`src/rtl/io_pkg.sv`:
```
// Shared definitions for IO peripherals on the raisin64 64-bit IO bus:
// register offsets for the GPIO bank and the bus handshake state encoding.
package io_pkg;

    localparam logic [7:0] GPIO_OUT       = 8'h00;
    localparam logic [7:0] GPIO_IN        = 8'h08;
    localparam logic [7:0] GPIO_EDGE_STAT = 8'h10;
    localparam logic [7:0] GPIO_IRQ_MASK  = 8'h18;
    localparam logic [7:0] GPIO_EDGE_POL  = 8'h20;
    localparam logic [7:0] GPIO_OUT_SET   = 8'h28;
    localparam logic [7:0] GPIO_OUT_CLR   = 8'h30;

    // One-wait-state handshake: accept in IDLE, signal completion in RESP.
    typedef enum logic {
        BUS_IDLE = 1'b0,
        BUS_RESP = 1'b1
    } bus_state_t;

endpackage

```
`src/rtl/io_sync_edge.sv`:
```
// Input synchroniser with per-bit, polarity-selectable edge event generation.
// Events are suppressed until the chain and prev register hold real samples,
// so inputs already high when reset is released do not look like edges.
module io_sync_edge #(
    parameter int WIDTH  = 16,
    parameter int STAGES = 2
) (
    input  logic             clk,
    input  logic             rst_n,
    input  logic [WIDTH-1:0] async_in,
    input  logic [WIDTH-1:0] pol,
    output logic [WIDTH-1:0] sync_out,
    output logic [WIDTH-1:0] events
);

    localparam int PRIME = STAGES + 1;
    localparam int CNT_W = $clog2(PRIME + 1);

    logic [WIDTH-1:0] chain [STAGES];
    logic [WIDTH-1:0] prev;
    logic [CNT_W-1:0] prime_cnt;
    logic             primed;

    assign sync_out = chain[STAGES-1];
    assign primed   = (prime_cnt == CNT_W'(PRIME));

    // Shift the asynchronous inputs through the synchroniser flop chain.
    always_ff @(posedge clk or negedge rst_n) begin
        if (!rst_n) begin
            for (int i = 0; i < STAGES; i++) begin
                chain[i] <= '0;
            end
        end else begin
            chain[0] <= async_in;
            for (int i = 1; i < STAGES; i++) begin
                chain[i] <= chain[i-1];
            end
        end
    end

    // Remember last cycle's synchronised value and count up to the primed state.
    always_ff @(posedge clk or negedge rst_n) begin
        if (!rst_n) begin
            prev      <= '0;
            prime_cnt <= '0;
        end else begin
            prev <= sync_out;
            if (!primed) begin
                prime_cnt <= prime_cnt + CNT_W'(1);
            end
        end
    end

    // Rising edges where pol=0, falling edges where pol=1, gated by priming.
    always_comb begin
        events = '0;
        if (primed) begin
            events = (~pol & sync_out & ~prev) | (pol & ~sync_out & prev);
        end
    end

endmodule

```
`src/rtl/io_gpio_bank.sv`:
```
// Memory-mapped GPIO bank: output register with set/clear aliases, synchronised
// inputs, sticky edge status with W1C clear and a maskable level interrupt.
module io_gpio_bank
    import io_pkg::*;
#(
    parameter int OUT_W       = 16,
    parameter int IN_W        = 16,
    parameter int SYNC_STAGES = 2,
    parameter int OFS_W       = 6
) (
    input  logic             clk,
    input  logic             rst_n,
    input  logic             bus_sel,
    input  logic             bus_valid,
    input  logic             bus_write,
    input  logic [OFS_W-1:0] bus_ofs,
    input  logic [63:0]      bus_wdata,
    output logic [63:0]      bus_rdata,
    output logic             bus_ready,
    input  logic [IN_W-1:0]  gpio_in,
    output logic [OUT_W-1:0] gpio_out,
    output logic             irq
);

    bus_state_t       state;
    bus_state_t       next_state;
    logic             accept;
    logic             wr_en;
    logic             rd_en;
    logic [OFS_W-1:0] reg_ofs;
    logic             sel_out, sel_in, sel_stat, sel_mask, sel_pol, sel_set, sel_clr;

    logic [OUT_W-1:0] out_reg;
    logic [IN_W-1:0]  in_sync;
    logic [IN_W-1:0]  edge_stat;
    logic [IN_W-1:0]  irq_mask;
    logic [IN_W-1:0]  edge_pol;
    logic [IN_W-1:0]  events;
    logic [IN_W-1:0]  stat_clr;
    logic [63:0]      read_data;

    io_sync_edge #(
        .WIDTH  (IN_W),
        .STAGES (SYNC_STAGES)
    ) u_sync_edge (
        .clk      (clk),
        .rst_n    (rst_n),
        .async_in (gpio_in),
        .pol      (edge_pol),
        .sync_out (in_sync),
        .events   (events)
    );

    assign reg_ofs  = {bus_ofs[OFS_W-1:3], 3'b000};
    assign sel_out  = (reg_ofs == OFS_W'(GPIO_OUT));
    assign sel_in   = (reg_ofs == OFS_W'(GPIO_IN));
    assign sel_stat = (reg_ofs == OFS_W'(GPIO_EDGE_STAT));
    assign sel_mask = (reg_ofs == OFS_W'(GPIO_IRQ_MASK));
    assign sel_pol  = (reg_ofs == OFS_W'(GPIO_EDGE_POL));
    assign sel_set  = (reg_ofs == OFS_W'(GPIO_OUT_SET));
    assign sel_clr  = (reg_ofs == OFS_W'(GPIO_OUT_CLR));

    assign accept   = (state == BUS_IDLE) && bus_sel && bus_valid;
    assign wr_en    = accept && bus_write;
    assign rd_en    = accept && !bus_write;
    assign gpio_out = out_reg;

    // Handshake state register; reset drops any transaction in flight.
    always_ff @(posedge clk or negedge rst_n) begin
        if (!rst_n) begin
            state <= BUS_IDLE;
        end else begin
            state <= next_state;
        end
    end

    // Next-state and ready: RESP lasts exactly one cycle before returning to IDLE.
    always_comb begin
        next_state = state;
        bus_ready  = 1'b0;
        case (state)
            BUS_IDLE: begin
                if (accept) begin
                    next_state = BUS_RESP;
                end
            end
            BUS_RESP: begin
                bus_ready  = 1'b1;
                next_state = BUS_IDLE;
            end
            default: next_state = BUS_IDLE;
        endcase
    end

    // Read mux; write-only and unmapped offsets return zero.
    always_comb begin
        read_data = '0;
        if (sel_out) begin
            read_data = 64'(out_reg);
        end else if (sel_in) begin
            read_data = 64'(in_sync);
        end else if (sel_stat) begin
            read_data = 64'(edge_stat);
        end else if (sel_mask) begin
            read_data = 64'(irq_mask);
        end else if (sel_pol) begin
            read_data = 64'(edge_pol);
        end
    end

    // Bits written as 1 to the status register are cleared this cycle.
    always_comb begin
        stat_clr = '0;
        if (wr_en && sel_stat) begin
            stat_clr = bus_wdata[IN_W-1:0];
        end
    end

    // Register writes take effect on the accept edge; reads are captured there too.
    always_ff @(posedge clk or negedge rst_n) begin
        if (!rst_n) begin
            out_reg   <= '0;
            irq_mask  <= '0;
            edge_pol  <= '0;
            bus_rdata <= '0;
        end else begin
            if (wr_en) begin
                if (sel_out) begin
                    out_reg <= bus_wdata[OUT_W-1:0];
                end else if (sel_set) begin
                    out_reg <= out_reg | bus_wdata[OUT_W-1:0];
                end else if (sel_clr) begin
                    out_reg <= out_reg & ~bus_wdata[OUT_W-1:0];
                end else if (sel_mask) begin
                    irq_mask <= bus_wdata[IN_W-1:0];
                end else if (sel_pol) begin
                    edge_pol <= bus_wdata[IN_W-1:0];
                end
            end
            if (rd_en) begin
                bus_rdata <= read_data;
            end
        end
    end

    // Sticky edge status (a new event beats a simultaneous clear) and registered irq.
    always_ff @(posedge clk or negedge rst_n) begin
        if (!rst_n) begin
            edge_stat <= '0;
            irq       <= 1'b0;
        end else begin
            edge_stat <= (edge_stat & ~stat_clr) | events;
            irq       <= |(edge_stat & irq_mask);
        end
    end

endmodule

```
`config.mk`:
```
export PLATFORM = sky130hd
export DESIGN_NAME = io_gpio_bank
export DESIGN_NICKNAME = d
export VERILOG_FILES = /design/src/rtl/io_pkg.sv /design/src/rtl/io_sync_edge.sv /design/src/rtl/io_gpio_bank.sv
export SDC_FILE = /design/constraint.sdc
export NUM_CORES = 1
export LEC_CHECK = 0
export CORE_MARGIN = 8
export CORE_UTILIZATION = 44
export DETAILED_ROUTE_END_ITERATION = 6
export PLACE_DENSITY = 0.79
export SYNTH_ARGS = -nofsm -noshare
export SYNTH_HDL_FRONTEND = slang
export SYNTH_HIERARCHICAL = 1
export SYNTH_SLANG_ARGS = --single-unit
export TNS_END_PERCENT = 10
```
`constraint.sdc`:
```
create_clock -name clk -period 1.5 [get_ports clk]
set_input_delay 0.45 -clock clk [delete_from_list [all_inputs] [get_ports clk]]
set_output_delay 0.45 -clock clk [all_outputs]
set_load 0.005 [all_outputs]
```
== Yosys cells after proc, flatten, opt, wreduce, memory -nomap -nowiden ==
Index checks and enable logic that the tools add are counted.
Storage, ports and cells
  register bits: 180
  bits of input ports: 91
  output and inout bits: 82
  logic and storage cells: 64
Operators by class
  $add $sub $neg: 1
  eq/ne operators: 7
  muxes and demuxes: 13
  bitwise operators: 20
  reductions and logical operators: 12
Operator list (number)
  2-to-1 mux 16 bit: 10
  bitwise AND 16 bit: 7
  NOT 16 bit: 5
  bitwise OR 16 bit: 3
  OR reduction 16 bit: 1
  equality test 3 bit (second input constant): 3
  equality test 3 x 2 -> 1 bit (second input constant): 2
  logical NOT 6 bit: 1
  AND reduction 6 bit: 1
  logical AND 1 bit: 5
  NOT 1 bit: 5
  AND reduction 5 bit: 1
  equality test 3 x 1 -> 1 bit (second input constant): 1
  nonzero test 3 bit: 1
  adder 2 x 1 -> 2 bit (second input constant): 1
  equality test 2 bit (second input constant): 1
  2-to-1 mux 1 bit: 2
  case mux 1 bit (2 select lines): 1
  AND reduction 2 bit: 1
  logical NOT 1 bit: 1

== Depth between registers and ports, before layout ==
Gate-level depths: netlist of the first run.
  depth in word-level cells: 9
  depth in mapped cells: 7

== Cells and area by module ==
Netlist of the first run, hierarchy kept.
By module, submodules not included
  io_gpio_bank: times used 1, cells an instance 426, area an instance 4708.3 µm²
  io_sync_edge: times used 1, cells an instance 120, area an instance 1820.5 µm²

== Worst setup path after synthesis of the first run ==
Ideal clock, no wire load.
  kind: input to register
  from: input bus_ofs[5]
  to: register irq_mask[10]
  arrival time: 1553 ps
  setup slack: -178 ps
  stages: 7
  path through: buf_4 nor2b_1 buf_2 and3_4 buf_6 buf_12 mux2_4
Between the ends
  word-level cells in the longest chain between the ends: 3
  elaborated cells on any way between the ends: 8
Ends and longest elaborated chain
  from (decl): line io_gpio_bank.sv:16  | input logic [OFS_W-1:0] bus_ofs,
  equality test 3 bit (tied with other cells): line io_gpio_bank.sv:61  | assign sel_clr = (reg_ofs == OFS_W'(GPIO_OUT_CLR));
  NOT 1 bit (no source line)
  AND reduction 5 bit (no source line) (*)
  to (signal assigned): line io_gpio_bank.sv:135  | irq_mask <= bus_wdata[IN_W-1:0];
  to (decl): line io_gpio_bank.sv:36  | logic [IN_W-1:0] irq_mask;
Every way passes the cells marked *; elsewhere a longest branch is shown, timed or not.
A chain may end at the register's enable or synchronous reset.

== Worst setup path after layout of the first run ==
  from: register state
  to: register edge_pol[10]
Between the ends
  word-level cells in the longest chain between the ends: 5
Ends and longest elaborated chain
  from (decl): line io_gpio_bank.sv:25  | bus_state_t state;
  from (signal assigned): line io_gpio_bank.sv:73  | state <= next_state;
  NOT 1 bit
  logical AND 1 bit (2 in series): line io_gpio_bank.sv:63  | assign accept = (state == BUS_IDLE) && bus_sel && bus_valid;
  logical AND 1 bit: line io_gpio_bank.sv:64  | assign wr_en = accept && bus_write;
  AND reduction 6 bit (no source line)
  to (signal assigned): line io_gpio_bank.sv:137  | edge_pol <= bus_wdata[IN_W-1:0];
  to (decl): line io_gpio_bank.sv:37  | logic [IN_W-1:0] edge_pol;
No other way between the ends.

==> results, run 1 <==
- The run finished, with violations left.
- The final reports fail on setup timing.
- The number of optimization iterations in the first detailed-route pass is 6.
- On the final layout, the worst hold slack is ~0.34 ns.
- In the routed layout, each cell is associated on average with a via count of about 5.7.
- For the worst-skew pair, the clock arrives at the later sink with an insertion delay of 0.42 ns.
- The peak supply drop is around 0.95 mV.
- Timing analysis after detailed placement gives a worst setup slack of -0.698 ns.
- The clock drives ~130 sinks.
- The initial antenna violation count is 0.
- The critical path runs through a total of 5 cells.
- The proportion of power drawn by the clock network is 0.400.
- The cell area after synthesis is about 0.0065 sq mm.
- Timing would allow up to 634 MHz.
- The core region is between 0.01 and 0.015 sq mm.
- The signal on the critical path passes through and4b_2, buf_4, nand3_2, buf_12, mux2_2.
- Detailed placement finished with a half-perimeter wire length of about 11 mm.
- The start-to-end type of the worst setup path is flip-flop to flip-flop.
- In this run, synthesis produced a sequential element count of 132.
- Entering global routing, the biggest net connects 52 pins.
- In this run the clock root is driven by a clkbuf_16.
- The final period utilization is 1.05.
- The minimum clock period is 1.58 ns.
- The routed wire length is ~17 mm.
- The endpoint class of the critical path is a flip-flop.
- The setup TNS is -2.24 ns.
- Once routing completed, OpenROAD measured the worst setup slack at -0.0778 ns.
- The detailed router used layers up to and including met4.
- For this run, the total global-route usage over all layers was measured as 0.179.
- The worst-case clock skew is roughly 0.0061 ns.
- The clock tree synthesis step divided the H-tree into 4 levels.
- The number of cells on the worst reg-to-reg path is 5.
- In the final routed layout, each cell accounts on average for between 20 and 25 um.
- The number of hold violations in the final report came to 0.
- The initial standard-cell utilization of the core is 0.449.
- In the synthesized netlist the async set-or-reset flop fraction comes to 1.00.
- The slowest stage of the critical path is the dfrtp_1 cell.
- STA puts the critical path data arrival time at 1.88 ns.
- Clock-pin slew was measured on the worst setup and hold paths at about 0.06 ns.
- The internal power contribution is around 0.0075 W.
- On the worst path, the slowest cell contributes a delay of approximately 0.38 ns.
- Of the cells placed in the final design, the portion with a size suffix greater than 1 is 0.295.
- The detailed router finished its first iteration with 410 violations.
- Relative to the synthesized area, the layout overhead comes to 27.0%.
- The mean cell area of the mapped netlist is ~12 sq um.
- Counting instances, the worst hold path has a depth of 0.
- The switching share of power is 0.270.
- The boundary pin count is approximately 170.
- The static leakage is 3.66 nW.
- The die outline area is between 0.015 and 0.02 sq mm.
- The sequential cells in the finished layout cover a total of 0.00330 sq mm.
- In this run the deepest clock path goes through 2 buffers.
- In the final design database the tool counted 740 nets.
- Counting the fill cells in the layout gives 1,132.
- The detailed router put a total of about 6.8 mm of wire on met1.
- The multi-input combinational cells in the finished layout cover a total of 0.00289 sq mm.
- In this run the worst hold path is classified as flip-flop to flip-flop.
- The number of flops mapped to enable cells by yosys is 0.
- The share of total power dissipated in sequential elements is 0.418.
- The number of global-route vias before repair was about 4,800.
- In this run the power spent charging and discharging nets is ~0.0028 W.
- In the detailed route, the total length drawn on met2 is roughly 8.2 mm.
- The part of the power in combinational logic is 0.182.
- The critical path launch point type is a flip-flop.
- For this run, the register share of the synthesized area comes to 0.506.
- The via count is 4,811.
- After floorplanning, the core was divided into 44 placement rows.
- Max-cap violations in this run came to 0.
- For this design the ratio of total power to cell area is ~1200 mW/mm^2.
- The met3 layer wire length in the routed design is 1.52 mm.
- Setup violations remaining at the end of the flow were counted as between 40 and 50.
- Routability-driven placement finished with a final weighted congestion of roughly 0.85.
- The critical path buffer and inverter count is 2.
- The number of antenna diodes in the final layout is 0.
- After synthesis, the netlist uses 34 different library cells.
- The total of warnings raised by yosys is 6.
- Setup repair after global routing could not meet its margin everywhere.
- The die is about 140 um wide.
- For this run, design rule violations remaining after detail routing come to 0.
- Summed over all layers, the global routing overflow is 0.
- The detail route stage leaves a number of antenna-violating nets equal to 0.
- The required arrival time at the worst endpoint is roughly 1.8 ns.
- The family with the most delay on the worst path is simple AND/OR/NAND/NOR gates.
- The die is 138 um tall.
- The number of clock buffers inserted by TritonCTS is 17.
- The total of buffers placed on input and output ports is 73.
- The first global-routing pass estimated roughly 26 mm of wire.
- Of all nets on the critical path, the largest fanout is 16.
- The CTS tree is yes.
- Among all flip-flop cells after synthesis, the most frequent one is dfrtp_1.
- The cell count after synthesis is ~550.
- The max-slew violation count is 0.
- Once layout is complete, the utilization of the core stands at 0.571.
final timing paths:
path | endpoint | start | slack, ns
max | edge_pol[10] | state | -0.08
min | u_sync_edge/sync_out[1] | u_sync_edge/chain[17] | 0.34
max reg2reg | edge_pol[10] | state | -0.08
min reg2reg | u_sync_edge/sync_out[1] | u_sync_edge/chain[17] | 0.34
max in group asynchronous | bus_rdata[7] | rst_n | 0.48
min in group asynchronous | u_sync_edge/chain[16] | rst_n | 0.46
cells in the final DEF, fill, tap and decap left out, types with 5 or more instances in the layout:
cell | synthesis | layout
nand2_1 | 33 | 33
nor3b_2 | 0 | 6
nand2b_1 | 32 | 32
mux2_2 | 39 | 33
buf_4 | 69 | 41
a221oi_2 | 0 | 12
a21oi_1 | 16 | 16
clkbuf_16 | 0 | 17
clkdlybuf4s15_1 | 0 | 11
clkbuf_2 | 0 | 15
buf_2 | 12 | 8
conb_1 | 1 | 48
nor2_1 | 19 | 19
mux2_4 | 10 | 16
nand4b_1 | 32 | 32
o31ai_1 | 16 | 16
and2_1 | 16 | 16
buf_12 | 2 | 12
clkinv_4 | 0 | 5
nor3b_1 | 16 | 9
nand4bb_1 | 17 | 17
a221o_1 | 16 | 16
buf_6 | 5 | 7
a21o_1 | 16 | 16
clkdlybuf4s50_1 | 0 | 32
dfrtp_1 | 132 | 132
a221oi_1 | 20 | 6
metrics by stage:
stage | total power, W | cells | instance area (sq um)
floorplan | 0.00527 | 593 | 6720
global placement | 0.00601 | 792 | 7370
detailed placement | 0.00611 | 792 | 7370
CTS | 0.0103 | 844 | 8200
global route | 0.0107 | 845 | 8290
finish | 0.0103 | 845 | 8290
cell usage after synthesis, types with 16 or more instances:
master / instances / area share
a21o_1: 16 / 0.018
a21oi_1: 16 / 0.012
a221o_1: 16 / 0.025
a221oi_1: 20 / 0.027
and2_1: 16 / 0.015
buf_4: 69 / 0.079
dfrtp_1: 132 / 0.51
mux2_2: 39 / 0.067
nand2_1: 33 / 0.019
nand2b_1: 32 / 0.031
nand4b_1: 32 / 0.043
nand4bb_1: 17 / 0.029
nor2_1: 19 / 0.011
nor3b_1: 16 / 0.018
o31ai_1: 16 / 0.018
cell families after synthesis:
family,synth area share
compound gates,0.106
xor+xnor,0.00268
fa+ha+maj,0.00192
buf+inv,0.110
flops,0.506
mux,0.0903
other cells,0.000574
simple gates,0.183
power groups by stage:
stage	registers, W	clock network (W)	logic, W
2_1_floorplan	0.00429	0	0.000976
3_3_place_gp	0.00435	0	0.00166
6_report	0.00430	0.00412	0.00187
5_1_grt	0.00435	0.00434	0.00201
4_1_cts	0.00429	0.00417	0.00182
3_5_place_dp	0.00439	0	0.00172
what timing repair did:
action                                 in CTS  in global routing
buffers inserted                           17                  1
resized for setup                          99                 48
endpoints found under the hold margin      14                  0
hold buffers                                1                  0
pin swaps                                  14                 16
gates cloned                                2                  0
setup endpoints to repair                 113                 92
per-layer routing:
layer  global-route usage  vias to the layer above
met1                0.220                     2400
met5                    0                        -
li1                     -                     2091
met4               0.0955                        0
met3               0.0394                       56
met2                0.288                      264
final cells by class:
type                            count  share of cell area
Clock buffer                       18              0.0530
Timing Repair Buffer              134               0.153
Sequential cell                   132               0.398
Clock inverter                     14              0.0186
Tap cell                          184              0.0278
Multi-Input combinational cell    363               0.349
No activity file was read; power rests on OpenSTA's default activity.
==> inputs of run 2 (changes only) <==
Settings changed: GPL_ROUTABILITY_DRIVEN set to 0.
==> run 2 against run 1 <==
  * The flow still finishes with violations (setup timing)
  * Setup slack improved by 0.0017 ns
  * Global-route usage decreased by 0.24 points
  * Register-to-register slack hardly changed
  * Design area is 1.4% lower
  * Total power is 0.36% lower
  * Clock skew shrank 0.0012 ns
  * Fmax grew 0.11%
  * Sequential power is essentially flat
  * Hold slack improved by 0.0070 ns
  * Combinational power hardly changed
  * Count of clock-buffer cells in the layout rose by 3
  * Sequential share of layout area up 0.57 points
  * Highest routed layer unchanged
==> results, run 2 (synthesized netlist as in run 1, its figures left out) <==
- The largest net degree at the start of global routing is 52 (unchanged).
- The count of nets left with antenna violations after detail routing is 0 (unchanged).
- The static leakage is 3.61 nW (-1.5%).
- The proportion of power drawn by the clock network is 0.402 (+0.002).
- The maximum fanout along the worst path is 31 (+15).
- The initial standard-cell utilization of the core came to 0.449 (unchanged).
- The part of the power in combinational logic came to 0.179 (-0.003).
- Setup repair after global routing could not meet its margin everywhere.
- The switching component of the power was 0.00267 W (-3.9%).
- The overall power is 0.0103 W (-0.36%).
- The checks that failed: setup timing.
- The flow ran to the end, but the final reports show violations.
- The critical path buffer and inverter count is 2 (unchanged).
- The floorplan die height was 138 um (unchanged).
- The setup slack at placement was -0.698 ns (-0.000679 ns).
- The wire length of the first global-routing pass was 25.8 mm (-1.2%).
- The endpoint class of the critical path is a flip-flop.
- The boundary pin count is 173 (unchanged).
- The cell with the largest stage delay on the worst path is dfrtp_1.
- The area of all placed cells without fillers is 0.00818 sq mm (-1.4%).
- The power share of the sequential group is 0.419 (about the same).
- The global-route usage over all layers is 0.176 (-0.00244).
- The worst hold slack came to 0.346 ns (+0.00699 ns).
- The start-to-end type of the worst setup path is flip-flop to flip-flop.
- The count of antenna diodes in the layout was 0 (unchanged).
- The total of max-cap violations was 0 (unchanged).
- The standard-cell row count is 44 (unchanged).
- The number of cells on the worst reg-to-reg path is 5 (unchanged).
- The max-slew violation count is 0 (unchanged).
- The library cells used most frequently in the layout, excluding fill and tap cells, are dfrtp_1 (132), conb_1 (48), buf_4 (47), mux2_2 (36), nand2_1 (33).
- The root cell of the clock tree is clkbuf_16.
- The number of optimization iterations in the first detailed-route pass is 6 (unchanged).
- The switching share of power came to 0.260 (-0.00951).
- The number of sinks on the clock net came to 132 (unchanged).
- The maximum root-to-sink buffer count was 2 (unchanged).
- The number of global-route vias before repair is 4,772 (-0.52%).
- The placement-stage cell area is 0.00737 sq mm (+0.10%).
- The die outline area was 0.0190 sq mm (unchanged).
- The critical path depth came to 5 (unchanged).
- The area taken by flip-flops and latches is 0.00330 sq mm (unchanged).
- The number of clock buffers inserted by TritonCTS is 17 (unchanged).
- In this run the critical register-to-register path is launched from state.
- The most frequent standard cell in the layout excluding fill and tap cells is dfrtp_1.
- The clock latency of the later-clocked register in the worst-skew pair is 0.41 ns (about the same).
- The launch point of the critical path is state.
- The final setup violation count is 53 (+10%).
- Walking the worst path, the cells encountered are and4b_2, buf_6, buf_12, a21oi_1, a221o_1.
- The horizontal die dimension is 138 um (unchanged).
- The average wire length per cell after detail routing is 19.8 um (-2.3%).
- The internal power contribution is 0.00758 W (+0.94%).
- The top achievable clock speed is 635 MHz (+0.11%).
- The H-tree level count is 4 (unchanged).
- The remaining global-route overflow is 0 (unchanged).
- The number of remaining DRC errors is 0 (unchanged).
- The total number of nets in the final design is 740 (unchanged).
- The filler cell count is 1,171 (+3.4%).
- The critical path launch point type is a flip-flop.
- The critical path data arrival time is 1.87 ns (about the same).
- The initial antenna violation count is 0 (unchanged).
- In this run the worst hold path is classified as flip-flop to flip-flop.
- The required arrival time at the worst endpoint came to 1.79 ns (about the same).
- The final period utilization is 1.05 (-0.00115).
- The minimum clock period is 1.58 ns (-0.00173 ns).
- The clock transition at the register clock pins on the worst setup and hold paths after CTS came to 0.06 ns (about the same).
- On the critical path the largest part of the delay comes from flip-flops.
- The number of vias per cell after detailed routing is 5.67 (-0.39%).
- The internal reg-to-reg setup slack came to -0.08 ns (about the same).
- Relative to the synthesized area, the layout overhead comes to 25.2%.
- The total of buffers placed on input and output ports is 73 (unchanged).
- The routed wire length is 16.7 mm (-2.3%).
- The detailed-placement wirelength estimate is 11.2 mm (+0.57%).
- The maximum single-stage delay on the critical path is 0.38 ns (about the same).
- The setup slack of the critical path after layout came to -0.0760 ns (+0.00173 ns).
- The CTS tree is yes.
- The via count was 4,792 (-0.39%).
- The setup TNS was -1.90 ns (+0.343 ns).
- The number of hold violations in the final report came to 0 (unchanged).
- The count of routing violations after the opening detailed-route iteration is 320 (-22%).
- The total power per unit cell area is 1250 mW/mm^2 (+1.1%).
- The core area was 0.0145 sq mm (unchanged).
- The peak supply drop is 0.866 mV (-8.7%).
- The worst-case clock skew was 0.00487 ns (-0.00119 ns).
- The combined area of the multi-input logic cells is 0.00280 sq mm (-3.3%).
- The share of cells above drive strength 1 was 0.269 (-0.0257).
## run 2: cell types whose count changed in the layout (fill, tap and decap cells not counted), sizes merged
cell | before | now
clkbuf | 33 | 29
clkdlybuf4s15 | 11 | 18
clkinv | 7 | 2
clkinvlp | 3 | 5
## run 2: worst min-delay path by stage
| stage | startpoint | cells past startpoint | slack (ns) | endpoint |
|---|---|---|---|---|
| final | u_sync_edge/chain[21] | 0 | 0.35 | u_sync_edge/sync_out[5] |
| after global routing | u_sync_edge/chain[17] | 0 | 0.35 | u_sync_edge/sync_out[1] |
| after CTS | u_sync_edge/chain[21] | 0 | 0.35 | u_sync_edge/sync_out[5] |
| after detailed placement | u_sync_edge/chain[21] | 0 | 0.33 | u_sync_edge/sync_out[5] |
| after global placement | u_sync_edge/chain[17] | 0 | 0.33 | u_sync_edge/sync_out[1] |
| after floorplan | rst_n | 0 | 0.15 | asynchronous set/reset pin |
## run 2: area by class of cell
cell class / instances / area share
well taps: 184 / 0.0282
clock buffers: 21 / 0.0575
multi-input cells: 363 / 0.342
flip-flops and latches: 132 / 0.404
clock inverters: 11 / 0.0153
repair buffers: 134 / 0.153
## run 2: repair_timing
item / in CTS / in global routing
pin swaps: 4 / 7
endpoints found under the hold margin: 14 / 0
hold buffers: 1 / 0
cloned: 1 / 0
gates resized for setup: 95 / 22
endpoints found under the setup margin: 113 / 89
setup buffers: 18 / 0
## run 2: power by group through the flow
stage | clock (W) | sequential (W) | combinational [W]
2_1_floorplan | 0 | 0.00429 | 0.000976
6_report | 0.00412 | 0.00429 | 0.00184
3_3_place_gp | 0 | 0.00435 | 0.00166
4_1_cts | 0.00419 | 0.00428 | 0.00182
5_1_grt | 0.00435 | 0.00434 | 0.00198
3_5_place_dp | 0 | 0.00438 | 0.00172
## run 2: layer usage
| layer | vias to the layer above | wire [um] | GRT usage |
|---|---|---|---|
| met5 | - | 0 | 0 |
| met4 | 0 | 500 | 0.0872 |
| met3 | 48 | 1310 | 0.0343 |
| met2 | 232 | 8230 | 0.292 |
| met1 | 2425 | 6670 | 0.216 |
| li1 | 2087 | - | - |
## run 2: stage by stage
stage / util / cells
final: 0.563 / 845
after global routing: 0.563 / 845
after CTS: 0.561 / 845
after detailed placement: 0.507 / 793
after global placement: 0.507 / 793
after floorplan: - / 593
## run 2: worst reg2reg max path, delay by kind of cell, from the launching register on
family / cells / cell delay, ns
AO/OA/AOI/OAI: 2 / 0.38
buffers and inverters: 2 / 0.35
flip-flops: 1 / 0.38
AND/OR/NAND/NOR: 1 / 0.34
==> inputs of run 3 (changes only) <==
Settings changed: SKIP_LAST_GASP set to 1.
==> run 3 against run 2 <==
  * Wire length grew 0.69%
  * Fmax shrank 1.2%
  * Non-clock buffer count grew 2
  * Via count shrank 0.35%
  * Clock skew is essentially flat
  * Largest cell class unchanged
  * Cell count grew 0.24%
  * Sequential power is essentially flat
  * Highest routed layer unchanged
  * Sequential share of layout area shrank 0.42 points
  * Largest power group unchanged
  * The flow still finishes with violations (setup timing)
  * Setup slack lost 0.020 ns
  * Utilization grew 0.59 points
  * Clock power is essentially flat
==> results, run 3 (synthesized netlist as in run 1, its figures left out) <==
- The clock latency of the later-clocked register in the worst-skew pair came to 0.42 ns (about the same).
- The area of all placed cells without fillers came to 0.00826 sq mm (+1.0%).
- The total power per unit cell area was 1240 mW/mm^2 (-0.85%).
- The library cell used most frequently in the layout, excluding fill and tap cells, is dfrtp_1.
- The die outline area is 0.0190 sq mm (unchanged).
- The max-slew violation count is 0 (unchanged).
- The critical path data arrival time is 1.89 ns (+0.02 ns).
- The top achievable clock speed is 627 MHz (-1.2%).
- The average wire length per cell after detail routing is 19.9 um (+0.45%).
- The endpoint class of the critical path is a flip-flop.
- The final period utilization is 1.06 (+0.0132).
- The core area is 0.0145 sq mm (unchanged).
- The standard-cell row count is 44 (unchanged).
- The number of sinks on the clock net is 132 (unchanged).
- The final reports fail on setup timing.
- The placement-stage cell area came to 0.00737 sq mm (unchanged).
- From synthesis to final layout, the design area changed by 26.5%.
- The largest net degree at the start of global routing is 52 (unchanged).
- The number of optimization iterations in the first detailed-route pass was 5 (-1).
- The H-tree level count came to 4 (unchanged).
- The initial antenna violation count is 0 (unchanged).
- The count of antenna diodes in the layout is 0 (unchanged).
- The total number of nets in the final design is 742 (+0.27%).
- The remaining global-route overflow is 0 (unchanged).
- The total of max-cap violations is 0 (unchanged).
- The area taken by flip-flops and latches is 0.00330 sq mm (unchanged).
- The number of remaining DRC errors is 0 (unchanged).
- The required arrival time at the worst endpoint is 1.80 ns (about the same).
- The routed wire length is 16.8 mm (+0.69%).
- The peak supply drop is 0.851 mV (-1.7%).
- The worst hold slack is 0.310 ns (-0.0364 ns).
- The CTS tree is yes.
- STA classifies the critical path startpoint as a flip-flop.
- The detailed-placement wirelength estimate is 11.2 mm (unchanged).
- The total of buffers placed on input and output ports is 73 (unchanged).
- The number of clock buffers inserted by TritonCTS was 17 (unchanged).
- The share of cells above drive strength 1 is 0.259 (-0.00986).
- The critical path is of the flip-flop to flip-flop type.
- The floorplan die height is 138 um (unchanged).
- The wire length of the first global-routing pass came to 25.7 mm (-0.40%).
- The number of hold violations in the final report came to 0 (unchanged).
- The static leakage is 3.71 nW (+2.9%).
- The setup TNS is -2.65 ns (-0.753 ns).
- The count of routing violations after the opening detailed-route iteration is 362 (+13%).
- In the layout the commonest cells are dfrtp_1 (132), conb_1 (48), buf_4 (47), mux2_2 (39), nand2_1 (33).
- The clock transition at the register clock pins on the worst setup and hold paths after CTS is 0.06 ns (about the same).
- The boundary pin count was 173 (unchanged).
- The via count was 4,775 (-0.35%).
- The count of nets left with antenna violations after detail routing is 0 (unchanged).
- The initial standard-cell utilization of the core is 0.449 (unchanged).
- The overall power is 0.0103 W (+0.18%).
- The number of global-route vias before repair is 4,753 (-0.40%).
- The run finished, with violations left.
- The maximum root-to-sink buffer count is 2 (unchanged).
- The tree is rooted in a clkbuf_16.
- The number of vias per cell after detailed routing is 5.64 (-0.59%).
- The setup slack of the critical path after layout is -0.0958 ns (-0.0198 ns).
- The final setup violation count is 73 (+38%).
- The maximum fanout along the worst path is 7 (-77%).
- The global-route usage over all layers is 0.175 (-0.000776).
- The type of the worst min-delay path is input port to flip-flop.
- The horizontal die dimension came to 138 um (unchanged).
- The combined area of the multi-input logic cells came to 0.00280 sq mm (unchanged).
- The filler cell count came to 1,156 (-1.3%).
- Setup repair after global routing could not meet its margin everywhere.
- The worst-case clock skew is 0.00519 ns (+0.000317 ns).
- The minimum clock period is 1.60 ns (+0.0198 ns).
## run 3: cell count changes in the layout (fill, tap and decap cells not counted), sizes merged
cell,before,now
buf,70,68
clkbuf,29,23
clkdlybuf4s15,18,4
dlygate4sd2,4,24
dlymetal6s2s,1,5
## run 3: final cells by class
type                       instances  share of cell area
timing repair buffer             136               0.162
clock buffer                      21              0.0570
multi-input combinational        363               0.339
clock inverter                    11              0.0151
sequential                       132               0.400
tap                              184              0.0279
## run 3: path summary, 6_finish.rpt
kind                                             from                         end  slack, ns  cells past startpoint
worst max-delay path                            state                 irq_mask[5]       -0.1                      4
worst min-delay path                          bus_sel                       state       0.31                      3
worst max register to register                  state                 irq_mask[5]       -0.1                      4
worst min register to register  u_sync_edge/chain[21]     u_sync_edge/sync_out[5]       0.35                      0
max in group asynchronous                       rst_n  asynchronous set/reset pin       0.46                      3
min in group asynchronous                       rst_n       u_sync_edge/chain[17]       0.47                      2
## run 3: report_power, final
part	internal [W]	switching [W]	total [W]	leakage [nW]
Clock	0.00258	0.00156	0.00414	0.278
Sequential	0.00398	0.000307	0.00428	1.58
Combinational	0.00103	0.000817	0.00185	1.86
## run 3: worst max-delay path: stages (launching register included)
cell and delay (ns):
dfrtp_1 0.38, and4b_2 0.34, and3_4 0.25, buf_12 0.15, mux2_2 0.34
## run 3: timing repair
| item | CTS | global route |
|---|---|---|
| setup endpoints to repair | 113 | 108 |
| hold endpoints to repair | 14 | 0 |
| hold buffers | 1 | 0 |
| gates cloned | 1 | 2 |
| pin swaps | 1 | 11 |
| setup buffers | 18 | 0 |
| resized for setup | 60 | 20 |
## run 3: layer usage
layer	global-route usage	wire length, um	vias to the layer above
met4	0.0824	468	0
li1	-	-	2095
met1	0.215	6720	2409
met5	0	0	-
met3	0.0350	1400	48
met2	0.291	8230	223
## run 3: through the flow
step,instances,utilization,setup WS [ns]
finish,847,0.568,-0.0958
global route,847,0.568,-0.110
global placement,793,0.507,-0.658
CTS,845,0.559,-0.199
floorplan,593,-,-0.133
detailed placement,793,0.507,-0.698
